File: config.mk
export PLATFORM = sky130hd
export DESIGN_NAME = uart_rx_buffered
export DESIGN_NICKNAME = d
export VERILOG_FILES = /design/src/rtl/uart_rx_buffered.sv
export SDC_FILE = /design/constraint.sdc
export NUM_CORES = 1
export LEC_CHECK = 0
export BUFFER_PORTS_ARGS = -buffer_cell sky130_fd_sc_hd__buf_4
export CORE_ASPECT_RATIO = 1.2
export CORE_UTILIZATION = 39
export CTS_CLUSTER_DIAMETER = 40
export CTS_CLUSTER_SIZE = 20
export DETAILED_ROUTE_END_ITERATION = 10
export HOLD_SLACK_MARGIN = 0.12
export PLACE_DENSITY = 0.62
export SKIP_CTS_REPAIR_TIMING = 1
export SYNTH_ARGS = -nofsm -noshare
export SYNTH_HDL_FRONTEND = slang
export SYNTH_SLANG_ARGS = --single-unit
File: constraint.sdc
create_clock -name clk_in -period 2.7 [get_ports clk_in]
set_clock_uncertainty 0.05 [all_clocks]
set_input_delay 0.135 -clock clk_in [delete_from_list [all_inputs] [get_ports clk_in]]
set_output_delay 0.135 -clock clk_in [all_outputs]
set_load 0.05 [all_outputs]
File: src/rtl/uart_rx_buffered.sv
// UART receiver with a first-word-fall-through receive buffer and sticky error flags.
// Latency: a good word shows on valid_out two edges after its last stop-bit sample.
// Backpressure: ready_in pops the head; when full a new word is dropped (overflow_out), and cts_out asks the sender to pause.
module uart_rx_buffered #(
    parameter int BAUD_COUNT = 645,
    parameter int DATA_WIDTH = 8,
    parameter int PARITY     = 0,
    parameter int STOP_BITS  = 1,
    parameter int FIFO_DEPTH = 8
) (
    input  logic                        clk_in,
    input  logic                        rst_in,
    input  logic                        rx_in,
    output logic [DATA_WIDTH-1:0]       data_out,
    output logic                        valid_out,
    input  logic                        ready_in,
    output logic [$clog2(FIFO_DEPTH):0] count_out,
    output logic                        cts_out,
    output logic                        frame_err_out,
    output logic                        parity_err_out,
    output logic                        overflow_out,
    input  logic                        err_clr_in
);

    localparam int CW = $clog2(BAUD_COUNT);
    localparam int AW = $clog2(FIFO_DEPTH);
    localparam int NW = AW + 1;

    localparam logic [CW-1:0] HALF_M1   = CW'(BAUD_COUNT / 2 - 1);
    localparam logic [CW-1:0] FULL_M1   = CW'(BAUD_COUNT - 1);
    localparam logic [3:0]    LAST_BIT  = 4'(DATA_WIDTH - 1);
    localparam logic          LAST_STOP = 1'(STOP_BITS - 1);
    localparam logic [NW-1:0] DEPTH_N   = NW'(FIFO_DEPTH);
    localparam logic [NW-1:0] CTS_LVL   = NW'(FIFO_DEPTH - 2);

    typedef enum logic [2:0] {
        ST_IDLE,
        ST_START,
        ST_DATA,
        ST_PARITY,
        ST_STOP,
        ST_BREAK
    } state_t;

    // Synchronizer and edge-detect state
    logic       rx_meta_q;
    logic       rx_sync_q;
    logic       rx_prev_q;
    logic [1:0] warm_q;

    // Receiver FSM state
    state_t                state_q;
    logic [CW-1:0]         cnt_q;
    logic [3:0]            bit_q;
    logic                  stop_idx_q;
    logic                  stop_bad_q;
    logic                  par_bad_q;
    logic [DATA_WIDTH-1:0] shreg_q;
    logic                  done_q;
    logic                  frame_err_q;
    logic                  parity_err_q;

    // Push stage and FIFO
    logic                  push_q;
    logic [DATA_WIDTH-1:0] push_dat_q;
    logic [DATA_WIDTH-1:0] mem_q [FIFO_DEPTH];
    logic [AW-1:0]         wptr_q;
    logic [AW-1:0]         rptr_q;
    logic [NW-1:0]         count_q;
    logic [NW-1:0]         count_d;
    logic                  cts_q;
    logic                  overflow_q;

    logic start_edge;
    logic stop_fail;
    logic par_sum;
    logic par_fail;
    logic full;
    logic do_pop;
    logic do_push;

    // A falling edge only counts once rx_prev_q holds a genuinely observed line value.
    assign start_edge = rx_prev_q & ~rx_sync_q;
    assign stop_fail  = stop_bad_q | ~rx_sync_q;
    assign par_sum    = (^shreg_q) ^ rx_sync_q;
    assign par_fail   = (PARITY == 1) ? ~par_sum : par_sum;

    assign full    = (count_q == DEPTH_N);
    assign do_pop  = valid_out & ready_in;
    assign do_push = push_q & (~full | do_pop);

    // Two-flop synchronizer; rx_prev_q stays low until the synchronizer holds real line data,
    // so a line held low through reset never looks like a start edge.
    always_ff @(posedge clk_in or posedge rst_in) begin
        if (rst_in) begin
            rx_meta_q <= 1'b1;
            rx_sync_q <= 1'b1;
            rx_prev_q <= 1'b0;
            warm_q    <= 2'b00;
        end else begin
            rx_meta_q <= rx_in;
            rx_sync_q <= rx_meta_q;
            warm_q    <= {warm_q[0], 1'b1};
            rx_prev_q <= warm_q[1] ? rx_sync_q : 1'b0;
        end
    end

    // Frame receiver FSM: bit timing, data shift, parity/stop checking, error flags.
    always_ff @(posedge clk_in or posedge rst_in) begin
        if (rst_in) begin
            state_q      <= ST_IDLE;
            cnt_q        <= '0;
            bit_q        <= '0;
            stop_idx_q   <= 1'b0;
            stop_bad_q   <= 1'b0;
            par_bad_q    <= 1'b0;
            shreg_q      <= '0;
            done_q       <= 1'b0;
            frame_err_q  <= 1'b0;
            parity_err_q <= 1'b0;
        end else begin
            done_q <= 1'b0;
            if (err_clr_in) begin
                frame_err_q  <= 1'b0;
                parity_err_q <= 1'b0;
            end
            case (state_q)
                ST_IDLE: begin
                    if (start_edge) begin
                        cnt_q   <= HALF_M1;
                        state_q <= ST_START;
                    end
                end
                ST_START: begin
                    if (cnt_q == '0) begin
                        if (!rx_sync_q) begin
                            state_q   <= ST_DATA;
                            cnt_q     <= FULL_M1;
                            bit_q     <= '0;
                            par_bad_q <= 1'b0;
                        end else begin
                            state_q <= ST_IDLE;
                        end
                    end else begin
                        cnt_q <= cnt_q - CW'(1);
                    end
                end
                ST_DATA: begin
                    if (cnt_q == '0) begin
                        shreg_q <= {rx_sync_q, shreg_q[DATA_WIDTH-1:1]};
                        cnt_q   <= FULL_M1;
                        if (bit_q == LAST_BIT) begin
                            state_q    <= (PARITY != 0) ? ST_PARITY : ST_STOP;
                            stop_idx_q <= 1'b0;
                            stop_bad_q <= 1'b0;
                        end else begin
                            bit_q <= bit_q + 4'd1;
                        end
                    end else begin
                        cnt_q <= cnt_q - CW'(1);
                    end
                end
                ST_PARITY: begin
                    if (cnt_q == '0) begin
                        par_bad_q <= par_fail;
                        state_q   <= ST_STOP;
                        cnt_q     <= FULL_M1;
                    end else begin
                        cnt_q <= cnt_q - CW'(1);
                    end
                end
                ST_STOP: begin
                    if (cnt_q == '0) begin
                        if (stop_idx_q == LAST_STOP) begin
                            if (stop_fail) begin
                                frame_err_q <= 1'b1;
                                state_q     <= ST_BREAK;
                                cnt_q       <= FULL_M1;
                            end else begin
                                state_q <= ST_IDLE;
                            end
                            if (par_bad_q) begin
                                parity_err_q <= 1'b1;
                            end
                            done_q <= ~stop_fail & ~par_bad_q;
                        end else begin
                            stop_idx_q <= 1'b1;
                            stop_bad_q <= stop_fail;
                            cnt_q      <= FULL_M1;
                        end
                    end else begin
                        cnt_q <= cnt_q - CW'(1);
                    end
                end
                ST_BREAK: begin
                    // Any low sample restarts the full-bit high requirement.
                    if (!rx_sync_q) begin
                        cnt_q <= FULL_M1;
                    end else if (cnt_q == '0) begin
                        state_q <= ST_IDLE;
                    end else begin
                        cnt_q <= cnt_q - CW'(1);
                    end
                end
                default: state_q <= ST_IDLE;
            endcase
        end
    end

    // Next occupancy from this edge's push/pop pair.
    always_comb begin
        count_d = count_q;
        if (do_push && !do_pop) begin
            count_d = count_q + NW'(1);
        end else if (!do_push && do_pop) begin
            count_d = count_q - NW'(1);
        end
    end

    // Push stage, FIFO pointers/occupancy, flow control and overflow flag.
    always_ff @(posedge clk_in or posedge rst_in) begin
        if (rst_in) begin
            push_q     <= 1'b0;
            push_dat_q <= '0;
            wptr_q     <= '0;
            rptr_q     <= '0;
            count_q    <= '0;
            cts_q      <= 1'b0;
            overflow_q <= 1'b0;
        end else begin
            push_q     <= done_q;
            push_dat_q <= shreg_q;
            if (do_push) begin
                wptr_q <= wptr_q + AW'(1);
            end
            if (do_pop) begin
                rptr_q <= rptr_q + AW'(1);
            end
            count_q <= count_d;
            cts_q   <= (count_d >= CTS_LVL);
            if (err_clr_in) begin
                overflow_q <= 1'b0;
            end
            if (push_q && full && !do_pop) begin
                overflow_q <= 1'b1;
            end
        end
    end

    // Buffer storage; written only on an accepted push.
    always_ff @(posedge clk_in) begin
        if (do_push) begin
            mem_q[wptr_q] <= push_dat_q;
        end
    end

    assign valid_out      = (count_q != '0);
    assign data_out       = valid_out ? mem_q[rptr_q] : '0;
    assign count_out      = count_q;
    assign cts_out        = cts_q;
    assign frame_err_out  = frame_err_q;
    assign parity_err_out = parity_err_q;
    assign overflow_out   = overflow_q;

endmodule

==> impl_metrics.ini <==
[outcome]
outcome = completed

[placed_design]
gp_congestion = 0.8273
placed_cells = 554
io_buffers = 21
place_hpwl_um = 6193

[cts]
htreeDepth = 4
root_buffer = clkbuf_16
cts.clk_slew.worst_paths_ns = 0.06
cts_tree = done
cts_buffers = 17
clock_latency_ns = 0.40
clock-sinks = 120
cts.path.max_buffers = 2

[yosys]
syn_area_sq_um = 5117
syn-instance-count = 364
synth_edf_count = 64
yosysWarnings = 0
ys_seq_elements = 120
synth_xor_area_share_pct = 2.910
yosysSeqAreaShare_pct = 64.99
synth.distinct_cells = 56
synth-adder-area-share_pct = 1.467
synth-simple-area-share_pct = 10.17
syn-num-nets = 375
synth_top_family_by_area = multiplexers
synth_top_area_share_pct = 37.56
yosys.area.top_type = edfxtp_1
synthArstFlopShare_pct = 46.67
synth_compound_area_share_pct = 6.797
ys_top_cells_by_area = edfxtp_1 (38%), dfrtp_1 (26%), mux4_2 (7.0%), mux2_2 (2.2%), xnor2_1 (2.1%)
synth_mux_area_share_pct = 11.22
synth_area_per_cell_sq_um = 14.06
synth_flop_cell = edfxtp_1

[floorplanning]
start_util_pct = 40.22
num_rows = 45
dieArea_sq_um = 13590
die_w_um = 106.6
io_pins = 22
core_sq_um = 12720
die_h_um = 127.5

[worst_setup_path]
end_kind = flip-flop
setup.worst_path.start_class = flip-flop
critical_path_arrival_ns = 2.65
reg2reg_slack_ns = 0.29
cp.required_ns = 2.93
worstSetupPathType = flip-flop to flip-flop
cp_max_fo = 10

[timing]
hold_ws_ns = 0.3007
setup_violations = 0
relSlewSlack_pct = 43.81
post-route-min-period_ns = 2.412
rsz0062_at_grt = false
tns_ns = 0
worst_pin_slew_ns = 0.8428
finalMaxSlewViolations = 0
max_freq_ghz = 0.4145
post-route-period-util_pct = 89.35
hold_viol = 0

[power_and_ir_drop]
finalPower_mw = 6.869
max-vdd-ir-drop_v = 0.0008082
powerDensity_nw_per_um2 = 1111
p_leak_nw = 2.496

[global_route]
antenna_found_initial = 0
grt_pass1_vias = 3155
grtUsageTotal_pct = 15.43
grt_pass1_wl_um = 15630
grt_max_degree = 37
grt-ovfl-total = 0

[finish]
drive_gt1_share_pct = 25.35
final_cell_count_no_fill = 590
layout_common_cells = edfxtp_1 (64), dfrtp_1 (54), buf_4 (37)
n_antenna_cell = 0
multiInputGateArea_sq_um = 1680
final_common_cell = edfxtp_1
fill_cells = 1129
area_growth_pct = 20.83
finish.utilization_pct = 48.59
num-nets-final = 424
layout.area.seq_sq_um = 3326

[detailed_routing]
drt_iter0_markers = 93
viasPerCell = 5.081
num_vias = 2998
drc = 0
wl_per_cell_um = 15.77
antenna_left = 0
firstDrtPassIters = 4
drt-total-wl_um = 9303

[min_path]
hp-class = flip-flop to flip-flop

[flow_run]
max-cap-violations = 0
==> power by group <==
part	leakage, nW	switching, mW	internal, mW	total [mW]
sequential	1.34	0.321	2.11	2.43
clock	0.275	0.803	1.36	2.16
combinational	0.877	1.33	0.951	2.28
total	2.50	2.45	4.42	6.87
==> layer usage <==
layer  global-route usage, %  up-vias  part of all wire, %
met1                   17.87     1495                   43
met4                   6.849        0                  1.0
li1                        -     1455                    -
met3                   4.490        8                  2.8
met5                       0        -                    0
met2                   26.45       40                   53
==> worst max-delay path: stages, from the launching register on <==
cell and delay, ns:
dfrtp_1 0.40, inv_1 0.10, ha_1 0.27, nor4b_1 0.27, buf_4 0.20, nand3_1 0.16, nor2_2 0.46, mux2_2 0.39
==> final cells by class <==
cell class	count	area share (%)
Clock buffer	17	6.880
Multi-Input combinational cell	213	27.18
Inverter	20	1.214
Tap cell	164	3.318
Clock inverter	15	2.489
Sequential cell	120	53.78
Timing Repair Buffer	41	5.140
==> metrics by stage <==
stage                     area (sq um)  setup WS (ns)
after global placement            5564         0.3883
after CTS                         6143         0.2889
after global routing              6183         0.1185
final                             6183         0.2877
after floorplan                   5127         0.1509
after detailed placement          5564         0.3065
==> synth_stat cells, drive strengths merged (3+ instances only) <==
cell type / instances
nor4: 3
o22ai: 10
o211ai: 3
inv: 20
mux2: 11
xnor2: 12
clkbuf: 5
nand2b: 5
mux2i: 9
ha: 6
edfxtp: 64
o21ai: 13
buf: 6
nor2: 27
a21o: 3
nor3: 7
a31oi: 3
nand3: 8
mux4: 16
a21oi: 7
nor2b: 4
dfrtp: 54
xor2: 5
nand2: 27
==> state kept, by name, summed over array words and instances, names as in the netlist <==
signal / count
bit_q: 4
cnt_q: 10
count_out: 4
cts_out: 1
done_q: 1
frame_err_out: 1
mem_q: 64
overflow_out: 1
par_bad_q: 1
parity_err_out: 1
push_dat_q: 8
push_q: 1
rptr_q: 3
rx_meta_q: 1
rx_prev_q: 1
rx_sync_q: 1
shreg_q: 8
state_q: 3
stop_bad_q: 1
warm_q: 2
wptr_q: 3
==> logic make-up after synthesis <==
family                     after synthesis
AOI/OAI and AO/OA                       53
adders and majority gates                6
muxes                                   36
and+or+nand+nor                        100
other                                    1
buffers and inverters                   31
DFF                                    120
xor gates and xnor gates                17
==> path summary, 6_finish.rpt <==
kind                            startpoint            end  depth (start not counted)
worst max-delay path              cnt_q[0]     shreg_q[3]                          7
worst min-delay path             warm_q[0]      warm_q[1]                          0
worst max register to register    cnt_q[0]     shreg_q[3]                          7
worst min register to register   warm_q[0]      warm_q[1]                          0
max in group asynchronous           rst_in  push_dat_q[2]                          4
min in group asynchronous           rst_in  frame_err_out                          3
Note: power is estimated with default switching activity, not from simulation.
